File: src/rtl/dec_vec_seq.sv
// rtl/dec_vec_seq.sv - vector instruction sequencer issuing element ops to the ALU lane and LSU port
// Optional performance counters are enabled with the RV_VEC_SEQ_PERF_EN macro.
module dec_vec_seq #(
   parameter int VL_MAX    = 8,
   parameter int VL_W      = 4,
   parameter int MAX_OUTST = 4
) (
   input  logic            clk,
   input  logic            rst_l,
   input  logic            flush,
   input  logic            dec_v_valid,
   output logic            dec_v_ready,
   input  logic [1:0]      dec_v_kind,
   input  logic [VL_W-1:0] dec_v_vl,
   input  logic [4:0]      dec_v_vd,
   input  logic [4:0]      dec_v_vs1,
   input  logic [4:0]      dec_v_vs2,
   input  logic [31:0]     dec_v_base,
   output logic            alu_req_valid,
   input  logic            alu_req_ready,
   output logic [VL_W-1:0] alu_req_idx,
   output logic            alu_req_scalar,
   output logic            lsu_req_valid,
   input  logic            lsu_req_ready,
   output logic            lsu_req_store,
   output logic [31:0]     lsu_req_addr,
   output logic [VL_W-1:0] lsu_req_idx,
   input  logic            lsu_resp_valid,
   output logic [4:0]      vreg_vd,
   output logic [4:0]      vreg_vs1,
   output logic [4:0]      vreg_vs2,
   output logic            busy,
   output logic            done
`ifdef RV_VEC_SEQ_PERF_EN
   ,
   output logic [31:0]     perf_elem_cnt,
   output logic [31:0]     perf_stall_cnt
`endif
);

   localparam int OW = $clog2(MAX_OUTST + 1);
   localparam logic [OW-1:0]   OUTST_LIM = OW'(MAX_OUTST);
   localparam logic [VL_W-1:0] VL_LIM    = VL_W'(VL_MAX);

   typedef enum logic [1:0] {
      S_IDLE  = 2'd0,
      S_ISSUE = 2'd1,
      S_DRAIN = 2'd2,
      S_DONE  = 2'd3
   } state_t;

   state_t          state_q;
   logic [1:0]      kind_q;
   logic [VL_W-1:0] vl_q;
   logic [VL_W-1:0] idx_q;
   logic [4:0]      vd_q;
   logic [4:0]      vs1_q;
   logic [4:0]      vs2_q;
   logic [31:0]     base_q;
   logic [OW-1:0]   outst_q;
   logic [OW-1:0]   outst_d;
   logic            flushed_q;

   logic is_mem;
   logic alu_hs;
   logic lsu_hs;
   logic elem_hs;
   logic last_elem;
   logic resp_eff;

   assign is_mem    = kind_q[1];
   assign alu_hs    = alu_req_valid & alu_req_ready;
   assign lsu_hs    = lsu_req_valid & lsu_req_ready;
   assign elem_hs   = alu_hs | lsu_hs;
   assign last_elem = (idx_q == (vl_q - VL_W'(1)));
   assign resp_eff  = lsu_resp_valid & (outst_q != '0);

   assign dec_v_ready    = (state_q == S_IDLE);
   assign busy           = (state_q != S_IDLE);
   assign done           = (state_q == S_DONE);
   assign alu_req_valid  = (state_q == S_ISSUE) & ~is_mem;
   assign alu_req_idx    = idx_q;
   assign alu_req_scalar = alu_req_valid & (kind_q == 2'd1);
   // Memory issue is throttled by the number of requests still awaiting a response.
   assign lsu_req_valid  = (state_q == S_ISSUE) & is_mem & (outst_q < OUTST_LIM);
   assign lsu_req_store  = lsu_req_valid & kind_q[0];
   assign lsu_req_addr   = base_q + {{(30-VL_W){1'b0}}, idx_q, 2'b00};
   assign lsu_req_idx    = idx_q;
   assign vreg_vd        = vd_q;
   assign vreg_vs1       = vs1_q;
   assign vreg_vs2       = vs2_q;

   always_comb begin
      outst_d = outst_q;
      if (lsu_hs && !resp_eff) begin
         outst_d = outst_q + OW'(1);
      end else if (!lsu_hs && resp_eff) begin
         outst_d = outst_q - OW'(1);
      end
   end

   always_ff @(posedge clk or negedge rst_l) begin
      if (!rst_l) begin
         state_q   <= S_IDLE;
         kind_q    <= '0;
         vl_q      <= '0;
         idx_q     <= '0;
         vd_q      <= '0;
         vs1_q     <= '0;
         vs2_q     <= '0;
         base_q    <= '0;
         outst_q   <= '0;
         flushed_q <= 1'b0;
      end else begin
         outst_q <= outst_d;
         if (elem_hs) begin
            idx_q <= idx_q + VL_W'(1);
         end
         case (state_q)
            S_IDLE: begin
               if (dec_v_valid) begin
                  kind_q    <= dec_v_kind;
                  vl_q      <= (dec_v_vl > VL_LIM) ? VL_LIM : dec_v_vl;
                  vd_q      <= dec_v_vd;
                  vs1_q     <= dec_v_vs1;
                  vs2_q     <= dec_v_vs2;
                  base_q    <= dec_v_base;
                  idx_q     <= '0;
                  flushed_q <= 1'b0;
                  state_q   <= (dec_v_vl == '0) ? S_DONE : S_ISSUE;
               end
            end
            S_ISSUE: begin
               // A flushed instruction still waits for its in-flight responses but never reports done.
               if (flush) begin
                  if (outst_d != '0) begin
                     flushed_q <= 1'b1;
                     state_q   <= S_DRAIN;
                  end else begin
                     state_q <= S_IDLE;
                  end
               end else if (elem_hs && last_elem) begin
                  state_q <= (is_mem && (outst_d != '0)) ? S_DRAIN : S_DONE;
               end
            end
            S_DRAIN: begin
               if (flush) begin
                  flushed_q <= 1'b1;
               end
               if (outst_d == '0) begin
                  state_q <= (flushed_q || flush) ? S_IDLE : S_DONE;
               end
            end
            default: begin
               state_q <= S_IDLE;
            end
         endcase
      end
   end

`ifdef RV_VEC_SEQ_PERF_EN
   logic [31:0] perf_elem_q;
   logic [31:0] perf_stall_q;
   logic        stall;

   assign stall          = (alu_req_valid & ~alu_req_ready) | (lsu_req_valid & ~lsu_req_ready);
   assign perf_elem_cnt  = perf_elem_q;
   assign perf_stall_cnt = perf_stall_q;

   always_ff @(posedge clk or negedge rst_l) begin
      if (!rst_l) begin
         perf_elem_q  <= '0;
         perf_stall_q <= '0;
      end else begin
         if (elem_hs && (perf_elem_q != '1)) begin
            perf_elem_q <= perf_elem_q + 32'd1;
         end
         if (stall && (perf_stall_q != '1)) begin
            perf_stall_q <= perf_stall_q + 32'd1;
         end
      end
   end
`endif

endmodule

File: config.mk
export PLATFORM = sky130hd
export DESIGN_NAME = dec_vec_seq
export DESIGN_NICKNAME = d
export VERILOG_FILES = /design/src/rtl/dec_vec_seq.sv
export SDC_FILE = /design/constraint.sdc
export NUM_CORES = 1
export LEC_CHECK = 0
export CAP_MARGIN = 20
export CORE_ASPECT_RATIO = 1.1
export CORE_UTILIZATION = 49
export CTS_CLUSTER_SIZE = 28
export DETAILED_ROUTE_END_ITERATION = 8
export GPL_TIMING_DRIVEN = 0
export PLACE_DENSITY = 0.91
export SETUP_SLACK_MARGIN = 0.02
export SLEW_MARGIN = 10
export SYNTH_ARGS = -nofsm -noshare
export SYNTH_HDL_FRONTEND = slang
export SYNTH_SLANG_ARGS = --single-unit
File: constraint.sdc
create_clock -name clk -period 6.2 [get_ports clk]
set_clock_uncertainty 0.05 [all_clocks]
set_input_delay 1.24 -clock clk [delete_from_list [all_inputs] [get_ports clk]]
set_output_delay 1.24 -clock clk [all_outputs]
set_load 0.02 [all_outputs]
# [After elaboration in Yosys (flattened, before gate mapping)]
# Index checks and enable logic that the tools add are counted.
[word_totals] register_bits=63 inputBits=60 out_inout_bits=62
[op_classes] n_addsub=5 magnitude_cmp=2 n_eq_ne=11 n_mux=20 n_bitwise=10 reduce_logical=17
[ops] op="$add A32 B6 Y32" n=1
[ops] op="$mux W4" n=4
[ops] op="$mux W2" n=7
[ops] op="$reduce_bool A3 Y1" n=3
[ops] op="$and A1 B1 Y1" n=8
[ops] op="$ne A2 B2 Y1 const B" n=4
[ops] op="$mux W3" n=2
[ops] op="$pmux W2 S3" n=1
[ops] op="$mux W1" n=5
[ops] op="$reduce_and A5 Y1" n=1
[ops] op="$add A4 B1 Y4 const B" n=1
[ops] op="$eq A2 B1 Y1 const B" n=2
[ops] op="$eq A2 B2 Y1 const B" n=2
[ops] op="$eq A4 B4 Y1" n=1
[ops] op="$gt A4 B4 Y1 const B" n=1
[ops] op="$logic_and A1 B1 Y1" n=4
[ops] op="$logic_not A4 Y1" n=1
[ops] op="$sub A4 B1 Y4 const B" n=1
[ops] op="$add A3 B1 Y3 const B" n=1
[ops] op="$logic_not A3 Y1" n=1
[ops] op="$lt A3 B3 Y1 const B" n=1
[ops] op="$ne A3 B2 Y1 const B" n=1
[ops] op="$pmux W1 S3" n=1
[ops] op="$reduce_and A3 Y1" n=1
[ops] op="other kinds (9)" n=10

# [Longest topological paths before layout]
[depth] word_depth=14 ltp_mapped=9

# [Worst setup path before layout]
# Ideal clock, no wire load.
[synth_timing] kind="register to output" start="reg idx_q[0] (netlist: alu_req_idx[0])" end="out lsu_req_addr[28]" arrival_time_ns=2.428 required_ns=4.910 path_slack_ns=2.482 path_stages_with_launch=10 cell_sequence="dfrtp_1 -> ha_1 -> inv_1 -> fa_1 -> nor2b_1 -> o21a_1 -> o21ai_1 -> nor2_1 -> and4_1 -> xor2_1"
[synth_between] elab_chain_len=1
[synth_lines] item="start: declaration" line_no="55" source="logic [VL_W-1:0] idx_q;"
[synth_lines] item="start signal: assignment" line_no="117" source="idx_q <= idx_q + VL_W'(1);"
[synth_lines] item="$add A32 B6 Y32" line_no="87" source="assign lsu_req_addr = base_q + {{(30-VL_W){1'b0}}, idx_q, 2'b00};"
[synth_lines] item="end: declaration" line_no="26" source="output logic [31:0] lsu_req_addr,"
# Every way passes these cells.

# [Worst setup path in the final report]
# Same ends and word-level chain as after synthesis.

==> flow_summary.ini <==
[drt]
wire_per_inst_um = 15.26
antenna_left = 0
vias = 2792
drc = 0
routed_via_density = 5.308
drt_iter0_drc = 99
dr.pass1.iters = 4
drt-total-wl_um = 8025

[pwr]
ir_worst_vdd_mv = 0.3325
total_leakage_power_nw = 2.120
power_density_nw_per_um2 = 525.0

[min_path]
hold_path_depth = 1
hold_start = base_q[0]$_DFFE_PN0P_
hp-class = reg -> reg
hold_end = base_q[0]$_DFFE_PN0P_

[worst_setup_path]
slowest_stage = clkdlybuf4s50_1
critPathLaunchType = flop
reg2reg_depth = 7
r2r-end = base_q[27]$_DFFE_PN0P_
cp_cell_sequence = ha_1, inv_1, fa_1, nor2b_1, o21a_1, o21ai_1, nor2_1, and4_1, xor2_1, clkdlybuf4s50_1
crit_required_ns = 4.91
critPathKind = reg -> out
worstPathArrival_ns = 3.60
crit_path_max_fanout = 7
setup.worst_path.start = alu_req_idx[0]$_DFF_PN0_
max_stage_delay_ns = 0.63
end_kind = primary output
crit_family = simple AND/OR/NAND/NOR gates
rrSetupSlack_ns = 3.61
reg2reg_from = state_q[1]$_DFFE_PN0P_
crit_buf_inv = 2

[grt]
antenna_found_initial = 0
grt_pass1_vias = 2805
overflow = 0
track_usage_pct = 23.28
grt_max_degree = 64
grt_pass1_wl_um = 13000

[logic_synthesis]
synthTopCellsByArea = dfrtp_1 (46%), mux2_2 (16%), xnor2_1 (5.9%), ha_1 (4.7%), xor2_1 (3.6%)
synth_adder_area_share_pct = 5.330
synthSimpleGateAreaFrac_pct = 11.28
ys_types = 42
synth-seq-cells = 63
synth_area_um2 = 3427
synth.avg_cell_area_um2 = 11.13
postSynthCellCount = 308
synthMuxAreaShare_pct = 17.09
synth_top_family_by_area = multiplexers
yosysSeqAreaShare_pct = 46.00
async_flop_share_pct = 100.0
synth_warnings = 0
synth_top_area_share_pct = 46.00
synth_compound_area_share_pct = 6.353
synth_ff_type = dfrtp_1
syn_nets = 382
yosys.area_share.xor_xnor_pct = 9.456
synth_enable_flop_cells = 0
synth_top_area_cell = dfrtp_1

[clocking]
htreeDepth = 3
cts_tree = built
cts-hold-fix-buffers = 0
worstSkewPairLatency_ns = 0.33
cts.clk_slew.worst_paths_ns = 0.07
clockBufferDepth = 2
cts_sinks = 63
cts_resized = 0
postCtsSetupRepairBufs = 0
cts-root-buf = clkbuf_8
cts_buffers = 9

[die]
die_w_um = 81.74
num_rows = 31
start_util_pct = 51.37
die_y_um = 89.71
pin_count = 122
core_area_um2 = 6671
dieArea_um2 = 7332

[sta]
worst_pin_slew_ns = 0.8007
max_freq_ghz = 0.2047
maxSlewViolCount = 0
rsz0062_at_grt = no
hold_viol = 0
finalCriticalPeriod_ns = 4.885
finalCritPeriodShare_pct = 78.80
tns_ns = 0
setup_viol = 0
max_slew_margin_pct = 46.62

[final_layout]
drive_above_1_share_pct = 16.44
utilization_pct = 74.19
fin_cells = 526
finalNetCount = 514
num_antenna_cells = 0
syn_to_final_growth_pct = 44.43

[place]
dp_cells = 511
numPortBuffers = 121
gp_congestion = 0.8247
hpwl_um = 6114

[run]
drv_cap = 0

[status]
status = finished clean
[layout make-up]
cell class,count,area (um2)
tap,82,102.6
clock inverter,4,70.07
timing repair buffer,121,1209
clock buffer,11,141.4
multi-input combinational,212,1697
sequential,63,1577
buffer,14,82.58
inverter,19,71.32
fill,471,1722
[where the power goes]
| group | internal, mW | switching [mW] | leakage [nW] |
|---|---|---|---|
| clock network | 0.234 | 0.152 | 0.109 |
| registers | 0.614 | 0.173 | 0.754 |
| logic | 0.750 | 0.674 | 1.26 |
[worst register-to-register path: stages, from the launching register on]
cell and delay, ns:
dfrtp_1 0.42, inv_1 0.08, ha_1 0.19, clkbuf_1 0.22, nand2_1 0.13, clkbuf_1 0.46, clkbuf_1 0.52, mux2_2 0.40
[metrics by stage]
| stage | setup slack (ns) | power [mW] | hold slack, ns | cell area (um2) |
|---|---|---|---|---|
| 5_1_grt | 1.155 | 2.764 | 0.4702 | 4950 |
| 2_1_floorplan | 2.482 | 1.628 | 0.4142 | 3427 |
| 6_report | 1.315 | 2.598 | 0.4569 | 4950 |
| 3_5_place_dp | 1.745 | 2.224 | 0.4426 | 4738 |
| 4_1_cts | 1.342 | 2.616 | 0.4575 | 4950 |
| 3_3_place_gp | 1.791 | 2.160 | 0.4260 | 4741 |
[flip-flops by register name, indices dropped and copies added, names as in the netlist]
signal       count
base_q          32
vreg_vd          5
vreg_vs1         5
vreg_vs2         5
alu_req_idx      4
vl_q             4
outst_q          3
kind_q           2
state_q          2
flushed_q        1
[cell usage in the layout, fill, tap and decap left out, drive strengths merged, types with 4 or more instances in the layout]
master,instances
nor3,4
a21oi,10
nand2b,4
nand4,6
and3,8
nand2,21
mux2,52
xnor2,23
inv,19
clkdlybuf4s50,120
clkbuf,18
xor2,14
ha,13
o21ai,6
nor2,14
dfrtp,63
buf,8
nand3,9
[worst max-delay path by stage]
stage                                  endpoint  slack (ns)  cells past startpoint
after CTS                      lsu_req_addr[28]        1.34                     10
after floorplan                lsu_req_addr[28]        2.48                      9
final                          lsu_req_addr[28]        1.31                     10
after global routing           lsu_req_addr[28]        1.15                     10
after global placement    base_q[9]$_DFFE_PN0P_        1.79                      1
after detailed placement       lsu_req_addr[28]        1.75                     10
[Yosys cell counts (2+ instances only)]
cell / count
and4_1: 2
o21a_1: 2
xor2_1: 14
buf_4: 6
inv_1: 19
mux2_1: 2
dfrtp_1: 63
mux2_2: 50
nor2_1: 14
nand2b_1: 4
and3_1: 8
o21ai_0: 5
a211oi_1: 3
nand3_1: 9
xnor2_1: 23
nand4_1: 6
nor3_1: 4
a21oi_1: 10
ha_1: 13
nand2_1: 21
nor2b_1: 3
clkbuf_1: 7
[cell families (layout without fill, tap and decap cells)]
kind of cell,count (synthesis),count (layout)
adder cells (fa/ha/maj),14,14
AND/OR/NAND/NOR,76,76
XOR/XNOR,37,37
flip-flops,63,63
multiplexers,52,52
buffers and inverters,33,169
AO/OA/AOI/OAI,33,33
[metal layers]
layer | track usage (%) | vias to the layer above | share of wire (%)
met5 | 0 | - | 0
met4 | 11.70 | 0 | 3.1
met3 | 4.467 | 21 | 5.1
met2 | 39.88 | 96 | 52
met1 | 26.87 | 1353 | 40
li1 | - | 1322 | -
Power figures use the tool's default switching activity.
